$ cat config.mk
export PLATFORM = sky130hd
export DESIGN_NAME = ycbcr_to_rgb_stream_flat
export DESIGN_NICKNAME = d
export VERILOG_FILES = /design/src/rtl/ycbcr_to_rgb_stream_if.sv /design/src/rtl/ycbcr_to_rgb_stream.sv /design/src/flat_wrapper.sv
export SDC_FILE = /design/constraint.sdc
export NUM_CORES = 1
export LEC_CHECK = 0
export ABC_AREA = 0
export BUFFER_PORTS_ARGS = -buffer_cell sky130_fd_sc_hd__clkbuf_2
export CORE_UTILIZATION = 40
export CTS_CLUSTER_DIAMETER = 200
export CTS_CLUSTER_SIZE = 14
export DETAILED_ROUTE_END_ITERATION = 16
export SLEW_MARGIN = 20
export SYNTH_ARGS = -nofsm -noshare
export SYNTH_HDL_FRONTEND = slang
export SYNTH_SLANG_ARGS = --single-unit
$ cat constraint.sdc
create_clock -name clk_in -period 4.71 [get_ports clk_in]
set_clock_uncertainty 0.05 [all_clocks]
set_input_delay 0.471 -clock clk_in [delete_from_list [all_inputs] [get_ports clk_in]]
set_output_delay 0.471 -clock clk_in [all_outputs]
set_load 0.01 [all_outputs]
$ cat src/rtl/ycbcr_to_rgb_stream_if.sv
// Pixel stream interface for ycbcr_to_rgb_stream.
// Carries the YCbCr input handshake and the RGB output handshake.
// slave  : converter view (consumes YCbCr, produces RGB)
// master : upstream/downstream environment view
interface ycbcr_to_rgb_stream_if #(
  parameter int PIX_W = 10
);
  logic             in_valid;
  logic             in_ready;
  logic [PIX_W-1:0] y_in;
  logic [PIX_W-1:0] cb_in;
  logic [PIX_W-1:0] cr_in;
  logic             out_valid;
  logic             out_ready;
  logic [PIX_W-1:0] r_out;
  logic [PIX_W-1:0] g_out;
  logic [PIX_W-1:0] b_out;
  logic             out_last;

  modport slave (
    input  in_valid, y_in, cb_in, cr_in, out_ready,
    output in_ready, out_valid, r_out, g_out, b_out, out_last
  );

  modport master (
    output in_valid, y_in, cb_in, cr_in, out_ready,
    input  in_ready, out_valid, r_out, g_out, b_out, out_last
  );
endinterface

$ cat src/rtl/ycbcr_to_rgb_stream.sv
// ycbcr_to_rgb_stream: streaming YCbCr -> RGB converter, 3-stage pipeline.
// Stage 1 registers Y<<10 and the four Q10 chroma products, stage 2 forms
// the rounded sums, stage 3 floors, clamps to 0..2^PIX_W-1 and drives the
// outputs. All stages shift together when advance = !out_valid | out_ready.
// A 6-bit input pixel counter tags pixel BLK_PIX-1 of each 8x8 block.
// Optional feature macro: YCBCR_SAT_COUNT_EN adds sat_count[6:0], the number
// of clamped output pixels in the most recently completed block.
module ycbcr_to_rgb_stream #(
  parameter int PIX_W   = 10,
  parameter int BLK_PIX = 64
) (
  input  logic                  clk_in,
  input  logic                  reset_n,
  ycbcr_to_rgb_stream_if.slave  bus
`ifdef YCBCR_SAT_COUNT_EN
  ,
  output logic [6:0]            sat_count
`endif
);

  localparam int CNT_W  = 6;
  localparam int PROD_W = 22;
  localparam int SUM_W  = 24;

  localparam logic signed [PROD_W-1:0] KR  = 22'sd1436;
  localparam logic signed [PROD_W-1:0] KGB = 22'sd352;
  localparam logic signed [PROD_W-1:0] KGR = 22'sd731;
  localparam logic signed [PROD_W-1:0] KB  = 22'sd1815;
  localparam logic signed [SUM_W-1:0]  ROUND_HALF = 24'sd512;
  localparam logic signed [SUM_W-1:0]  PIX_MAX    = SUM_W'((1 << PIX_W) - 1);
  localparam logic [CNT_W-1:0]         LAST_IDX   = CNT_W'(BLK_PIX - 1);

  // Sign-extend a two's complement chroma sample to product width.
  function automatic logic signed [PROD_W-1:0] sx_chroma(input logic [PIX_W-1:0] c);
    return {{(PROD_W-PIX_W){c[PIX_W-1]}}, c};
  endfunction

  // Sign-extend a product to sum width.
  function automatic logic signed [SUM_W-1:0] sx_prod(input logic signed [PROD_W-1:0] p);
    return {{(SUM_W-PROD_W){p[PROD_W-1]}}, p};
  endfunction

  // Floor the Q10 sum and saturate it into the unsigned pixel range.
  function automatic logic [PIX_W-1:0] clamp_q10(input logic signed [SUM_W-1:0] s);
    logic signed [SUM_W-1:0] q;
    q = s >>> 10;
    if (q[SUM_W-1]) begin
      return '0;
    end else if (q > PIX_MAX) begin
      return PIX_MAX[PIX_W-1:0];
    end else begin
      return q[PIX_W-1:0];
    end
  endfunction

`ifdef YCBCR_SAT_COUNT_EN
  // True when the floored Q10 sum lies outside the pixel range.
  function automatic logic clips_q10(input logic signed [SUM_W-1:0] s);
    logic signed [SUM_W-1:0] q;
    q = s >>> 10;
    return q[SUM_W-1] | (q > PIX_MAX);
  endfunction
`endif

  logic                     advance;
  logic                     xfer;
  logic [CNT_W-1:0]         pix_cnt;

  logic                     v1, v2, v3;
  logic                     tag1, tag2, tag3;
  logic signed [SUM_W-1:0]  y1;
  logic signed [PROD_W-1:0] p_kr, p_kgb, p_kgr, p_kb;
  logic signed [SUM_W-1:0]  s_r, s_g, s_b;
  logic [PIX_W-1:0]         r_q, g_q, b_q;

  logic signed [SUM_W-1:0]  y_x;
  logic signed [PROD_W-1:0] cb_x, cr_x;
  logic signed [SUM_W-1:0]  sum_r, sum_g, sum_b;

  assign advance = ~v3 | bus.out_ready;
  assign xfer    = bus.in_valid & advance;

  assign y_x  = {{(SUM_W-PIX_W-10){1'b0}}, bus.y_in, 10'd0};
  assign cb_x = sx_chroma(bus.cb_in);
  assign cr_x = sx_chroma(bus.cr_in);

  assign sum_r = y1 + sx_prod(p_kr) + ROUND_HALF;
  assign sum_g = y1 - sx_prod(p_kgb) - sx_prod(p_kgr) + ROUND_HALF;
  assign sum_b = y1 + sx_prod(p_kb) + ROUND_HALF;

  assign bus.in_ready  = advance;
  assign bus.out_valid = v3;
  assign bus.r_out     = r_q;
  assign bus.g_out     = g_q;
  assign bus.b_out     = b_q;
  assign bus.out_last  = tag3;

  // Pixel index within the block, advanced on each accepted input pixel.
  always_ff @(posedge clk_in or negedge reset_n) begin
    if (!reset_n) begin
      pix_cnt <= '0;
    end else if (xfer) begin
      pix_cnt <= (pix_cnt == LAST_IDX) ? '0 : pix_cnt + 6'd1;
    end else begin
      pix_cnt <= pix_cnt;
    end
  end

  // Stage 1: scaled luma, chroma products and last-pixel tag.
  always_ff @(posedge clk_in or negedge reset_n) begin
    if (!reset_n) begin
      v1    <= 1'b0;
      tag1  <= 1'b0;
      y1    <= '0;
      p_kr  <= '0;
      p_kgb <= '0;
      p_kgr <= '0;
      p_kb  <= '0;
    end else if (advance) begin
      v1    <= bus.in_valid;
      tag1  <= (pix_cnt == LAST_IDX);
      y1    <= y_x;
      p_kr  <= KR * cr_x;
      p_kgb <= KGB * cb_x;
      p_kgr <= KGR * cr_x;
      p_kb  <= KB * cb_x;
    end
  end

  // Stage 2: rounded Q10 sums per colour.
  always_ff @(posedge clk_in or negedge reset_n) begin
    if (!reset_n) begin
      v2   <= 1'b0;
      tag2 <= 1'b0;
      s_r  <= '0;
      s_g  <= '0;
      s_b  <= '0;
    end else if (advance) begin
      v2   <= v1;
      tag2 <= tag1;
      s_r  <= sum_r;
      s_g  <= sum_g;
      s_b  <= sum_b;
    end
  end

  // Stage 3: floor, clamp and present the output pixel.
  always_ff @(posedge clk_in or negedge reset_n) begin
    if (!reset_n) begin
      v3   <= 1'b0;
      tag3 <= 1'b0;
      r_q  <= '0;
      g_q  <= '0;
      b_q  <= '0;
    end else if (advance) begin
      v3   <= v2;
      tag3 <= tag2;
      r_q  <= clamp_q10(s_r);
      g_q  <= clamp_q10(s_g);
      b_q  <= clamp_q10(s_b);
    end
  end

`ifdef YCBCR_SAT_COUNT_EN
  logic       sat3;
  logic [6:0] sat_acc;

  // Stage 3 companion: remember whether the presented pixel was clamped.
  always_ff @(posedge clk_in or negedge reset_n) begin
    if (!reset_n) begin
      sat3 <= 1'b0;
    end else if (advance) begin
      sat3 <= clips_q10(s_r) | clips_q10(s_g) | clips_q10(s_b);
    end
  end

  // Count clamped pixels per block; publish the total on the block's last transfer.
  always_ff @(posedge clk_in or negedge reset_n) begin
    if (!reset_n) begin
      sat_acc   <= '0;
      sat_count <= '0;
    end else if (v3 && bus.out_ready) begin
      if (tag3) begin
        sat_count <= sat_acc + {6'd0, sat3};
        sat_acc   <= '0;
      end else begin
        sat_acc   <= sat_acc + {6'd0, sat3};
      end
    end
  end
`endif

endmodule

$ cat src/flat_wrapper.sv
// flat-port wrapper written by rule: the top's interface ports become plain ports
module ycbcr_to_rgb_stream_flat 
#(
  parameter int PIX_W   = 10,
  parameter int BLK_PIX = 64
)
  (clk_in, reset_n, bus_in_valid, bus_y_in, bus_cb_in, bus_cr_in, bus_out_ready, bus_in_ready, bus_out_valid, bus_r_out, bus_g_out, bus_b_out, bus_out_last);
  ycbcr_to_rgb_stream_if #(.PIX_W(PIX_W)) bus_i ();
  input  logic clk_in;
  input  logic reset_n;
  input wire logic [$bits(bus_i.in_valid)-1:0] bus_in_valid;
  input wire logic [$bits(bus_i.y_in)-1:0] bus_y_in;
  input wire logic [$bits(bus_i.cb_in)-1:0] bus_cb_in;
  input wire logic [$bits(bus_i.cr_in)-1:0] bus_cr_in;
  input wire logic [$bits(bus_i.out_ready)-1:0] bus_out_ready;
  output wire logic [$bits(bus_i.in_ready)-1:0] bus_in_ready;
  output wire logic [$bits(bus_i.out_valid)-1:0] bus_out_valid;
  output wire logic [$bits(bus_i.r_out)-1:0] bus_r_out;
  output wire logic [$bits(bus_i.g_out)-1:0] bus_g_out;
  output wire logic [$bits(bus_i.b_out)-1:0] bus_b_out;
  output wire logic [$bits(bus_i.out_last)-1:0] bus_out_last;
  assign bus_i.in_valid = bus_in_valid;
  assign bus_i.y_in = bus_y_in;
  assign bus_i.cb_in = bus_cb_in;
  assign bus_i.cr_in = bus_cr_in;
  assign bus_i.out_ready = bus_out_ready;
  assign bus_in_ready = bus_i.in_ready;
  assign bus_out_valid = bus_i.out_valid;
  assign bus_r_out = bus_i.r_out;
  assign bus_g_out = bus_i.g_out;
  assign bus_b_out = bus_i.b_out;
  assign bus_out_last = bus_i.out_last;
  ycbcr_to_rgb_stream #(.PIX_W(PIX_W), .BLK_PIX(BLK_PIX)) u_core (.clk_in(clk_in), .reset_n(reset_n), .bus(bus_i));
endmodule
==> key figures <==
STA
  – Worst slew margin: 0.497
  – RSZ-0062 raised after global routing: true
  – Period minus WS final: 4.56 ns
  – Setup Viol. Count Final: 0
  – Worst-Margin Slew: 0.754 ns
  – Final hold viol count: 0
  – Final WS setup: 0.145 ns
  – Final TNS setup: 0 ns
  – Max-slew violations: 0
  – Final period util: 0.969
  – Max Freq: 219 MHz

Synthesis
  – Post-Syn Nets: 2,099
  – Number of synthesized flops with an enable pin: 0
  – Post-synth top cells: ha_1, inv_1, nand2_1, dfrtp_1, nor2_1
  – Ys flop type: dfrtp_1
  – Ranking of synthesized cells by area: dfrtp_1, ha_1, fa_1
  – Cell with the most instances after synthesis: ha_1
  – Warning count from the yosys run: 0
  – Syn Inst Count: 1,708
  – Leading area contributor after synthesis: dfrtp_1
  – Yosys reg bits: 156
  – Yosys cell types: 83
  – Sequential share of the synthesized area: 0.251
  – Synth async-reset ratio: 1.00
  – Syn avg cell area: 9.10 µm²
  – Synth top area share: 0.251
  – Mapped Area: 0.0155 mm²

Routing
  – DRT iter0 DRCs: 529
  – Vias per cell: 5.00
  – First drt pass iteration count: 6
  – Wirelength per Cell: 14.4 µm
  – Wire length on met2: 15,900 µm
  – Via count of the routed design: 12,000
  – Residual DRC: 0
  – WL final: 34,600 µm
  – M1 WL: 17,500 µm
  – Top Metal Used: met4
  – Final ANT Viol Nets: 0
  – WL met3: 828 µm

Cells and area
  – Antenna diodes: 0
  – Share of cells above drive strength 1: 0.156
  – Register area: 0.00390 mm²
  – Fin nets: 2,267
  – P&R area growth vs syn: 16.6%
  – Area of the multi-input gates: 0.0107 mm²
  – Final cell count without fillers: 2,400
  – Fillers: 3,628

Die
  – Die area: 0.0397 mm²
  – Die H: 199 µm
  – Die W: 199 µm
  – IO Pins: 67
  – Core area: 0.0379 mm²
  – Effective utilization at floorplan: 0.410
  – Std-Cell Rows: 71

Clock tree
  – Worst-path clk slew: 0.07 ns
  – CTS H-tree lvls: 4
  – CTS Buffer Depth: 2
  – Hold Buf Count CTS: 0
  – # clock sinks: 156
  – CTS Buf Count: 17
  – Worst-Skew Late Latency: 0.44 ns
  – CTS tree: done
  – Clk root buf: clkbuf_16

Setup path
  – Critical R2R Capture: u_core.s_g[21]
  – Worst R2R Start: u_core.y1[10]
  – Setup CP Type: in -> reg
  – CP required: 5.00 ns
  – CP arrival: 4.86 ns
  – Worst Setup End Kind: flop
  – CP max FO: 4
  – Worst Reg-to-Reg Cells: 13
  – Worst R2R Setup Slack: 0.47 ns
  – CP startpoint: bus_cb_in[4]
  – Crit path to: u_core.p_kb[20]
  – Startpoint Class: input pin

Outcome
  – Status: finished clean

GRT
  – First-pass GRT wire length: 58,900 µm
  – Total track usage: 0.186
  – Number of antenna violations at the first check in global routing: 0
  – Pin count of the biggest net entering global routing: 177
  – Overflow after GRT: 0
  – Vias in the first global route: 12,000

Pwr
  – Tot Pwr: 13.5 mW
  – Clock Power Share: 0.104
  – Sw Ratio: 0.474
  – Power Density: 745 mW/mm²
  – Design internal power: 7.11 mW
  – Peak supply drop: 0.409 mV
  – Leak: 9.12 nW
  – Psw: 6.39 mW
  – Combinational power share: 0.712
  – Sequential Power Share: 0.183

Place
  – Placed Cells: 2,363
  – Port Buf Inserts: 66
  – Worst slack, placed: -0.518 ns
  – Final RePlAce weighted congestion: 0.853
  – Post-DP HPWL: 28,200 µm

Min path
  – HP Class: in -> async

Run
  – Max-cap violations: 0
-- layout by cell type (no fill, tap or decap), types with 7 or more instances in the layout --
cell type / n
a211oi_1: 13
o21a_1: 17
a21oi_1: 87
ha_1: 253
nand2_1: 186
clkbuf_2: 60
xnor2_1: 58
nand3_1: 23
a21o_1: 27
o211ai_1: 7
clkbuf_16: 17
a31oi_1: 11
nor2b_1: 9
nor3_1: 22
xor2_1: 38
nand4_1: 9
and3_1: 19
or2_2: 8
nor2_1: 114
inv_2: 7
nor3b_1: 8
fa_1: 95
o21ai_0: 55
o31ai_1: 44
o21ai_1: 11
o21bai_1: 13
buf_4: 132
inv_1: 232
dfrtp_1: 156
-- stage by stage --
step	utilization	hold slack (ns)	instance area (µm²)
floorplan	-	0.125	15600
global placement	0.458	0.389	17400
detailed placement	0.458	0.405	17400
CTS	0.474	0.0441	18000
global route	0.478	0.0583	18100
finish	0.478	0.00778	18100
-- layer usage --
layer,global-route usage,up-vias
li1,-,6145
met4,0.0396,0
met1,0.260,5698
met3,0.0238,20
met5,0,-
met2,0.305,136
-- registers in the layout (all words and copies together), names as in the netlist, 13 cells and up --
register / flops
u_core.p_kgr: 21
u_core.s_r: 14
u_core.s_b: 14
u_core.s_g: 14
u_core.p_kr: 13
u_core.p_kb: 15
u_core.p_kgb: 13
-- worst min path at each step --
stage,cells after the start,slack [ns],to,startpoint
after detailed placement,2,0.40,u_core.bus.out_last,u_core.bus.out_last
after floorplan,0,0.13,u_core.bus.b_out[0],reset_n
after CTS,1,0.04,u_core.bus.b_out[7],reset_n
final,1,0.008,u_core.bus.b_out[7],reset_n
after global routing,1,0.06,u_core.bus.b_out[7],reset_n
after global placement,1,0.39,u_core.bus.out_valid,u_core.v2
-- worst max-delay path: stages --
cell and delay, ns:
clkbuf_2 0.13, buf_4 0.15, ha_1 0.31, ha_1 0.21, fa_1 0.50, inv_1 0.05, fa_1 0.52, inv_1 0.05
fa_1 0.42, ha_2 0.20, a21o_1 0.17, a221o_1 0.39, a21oi_2 0.16, o31ai_2 0.08, and2_4 0.14, o31a_1 0.28
o21a_1 0.21, o21a_1 0.20, o31ai_2 0.19
-- cell families (layout without fill, tap and decap cells) --
logic type / count (synthesis) / count (layout) / share of synthesized area
DFF: 156 / 156 / 0.251
muxes: 5 / 5 / 0.00338
buffers and inverters: 293 / 474 / 0.0709
adders and majority gates: 357 / 357 / 0.333
xor gates and xnor gates: 97 / 97 / 0.0551
and+or+nand+nor: 450 / 450 / 0.135
AOI/OAI and AO/OA: 350 / 350 / 0.151
-- cell type report --
class	instances	share of cell area
tap	511	0.0353
sequential	156	0.215
inverter	243	0.0510
clock buffer	20	0.0252
timing repair buffer	199	0.0758
clock inverter	12	0.00766
multi-input combinational	1259	0.590
-- power by group through the flow --
stage	combinational, mW	clock, mW	sequential, mW
global placement	9.40	0	2.49
detailed placement	9.52	0	2.51
global route	10.9	1.50	2.57
floorplan	7.01	0	2.39
finish	9.62	1.41	2.48
CTS	9.60	1.44	2.49
-- what timing repair did --
item                       CTS  global route
resized for setup            1            29
setup endpoints to repair    1            11
gates cloned                 0             0
pin swaps                    1            15
setup buffers                0             5
Power figures use the tool's default switching activity.
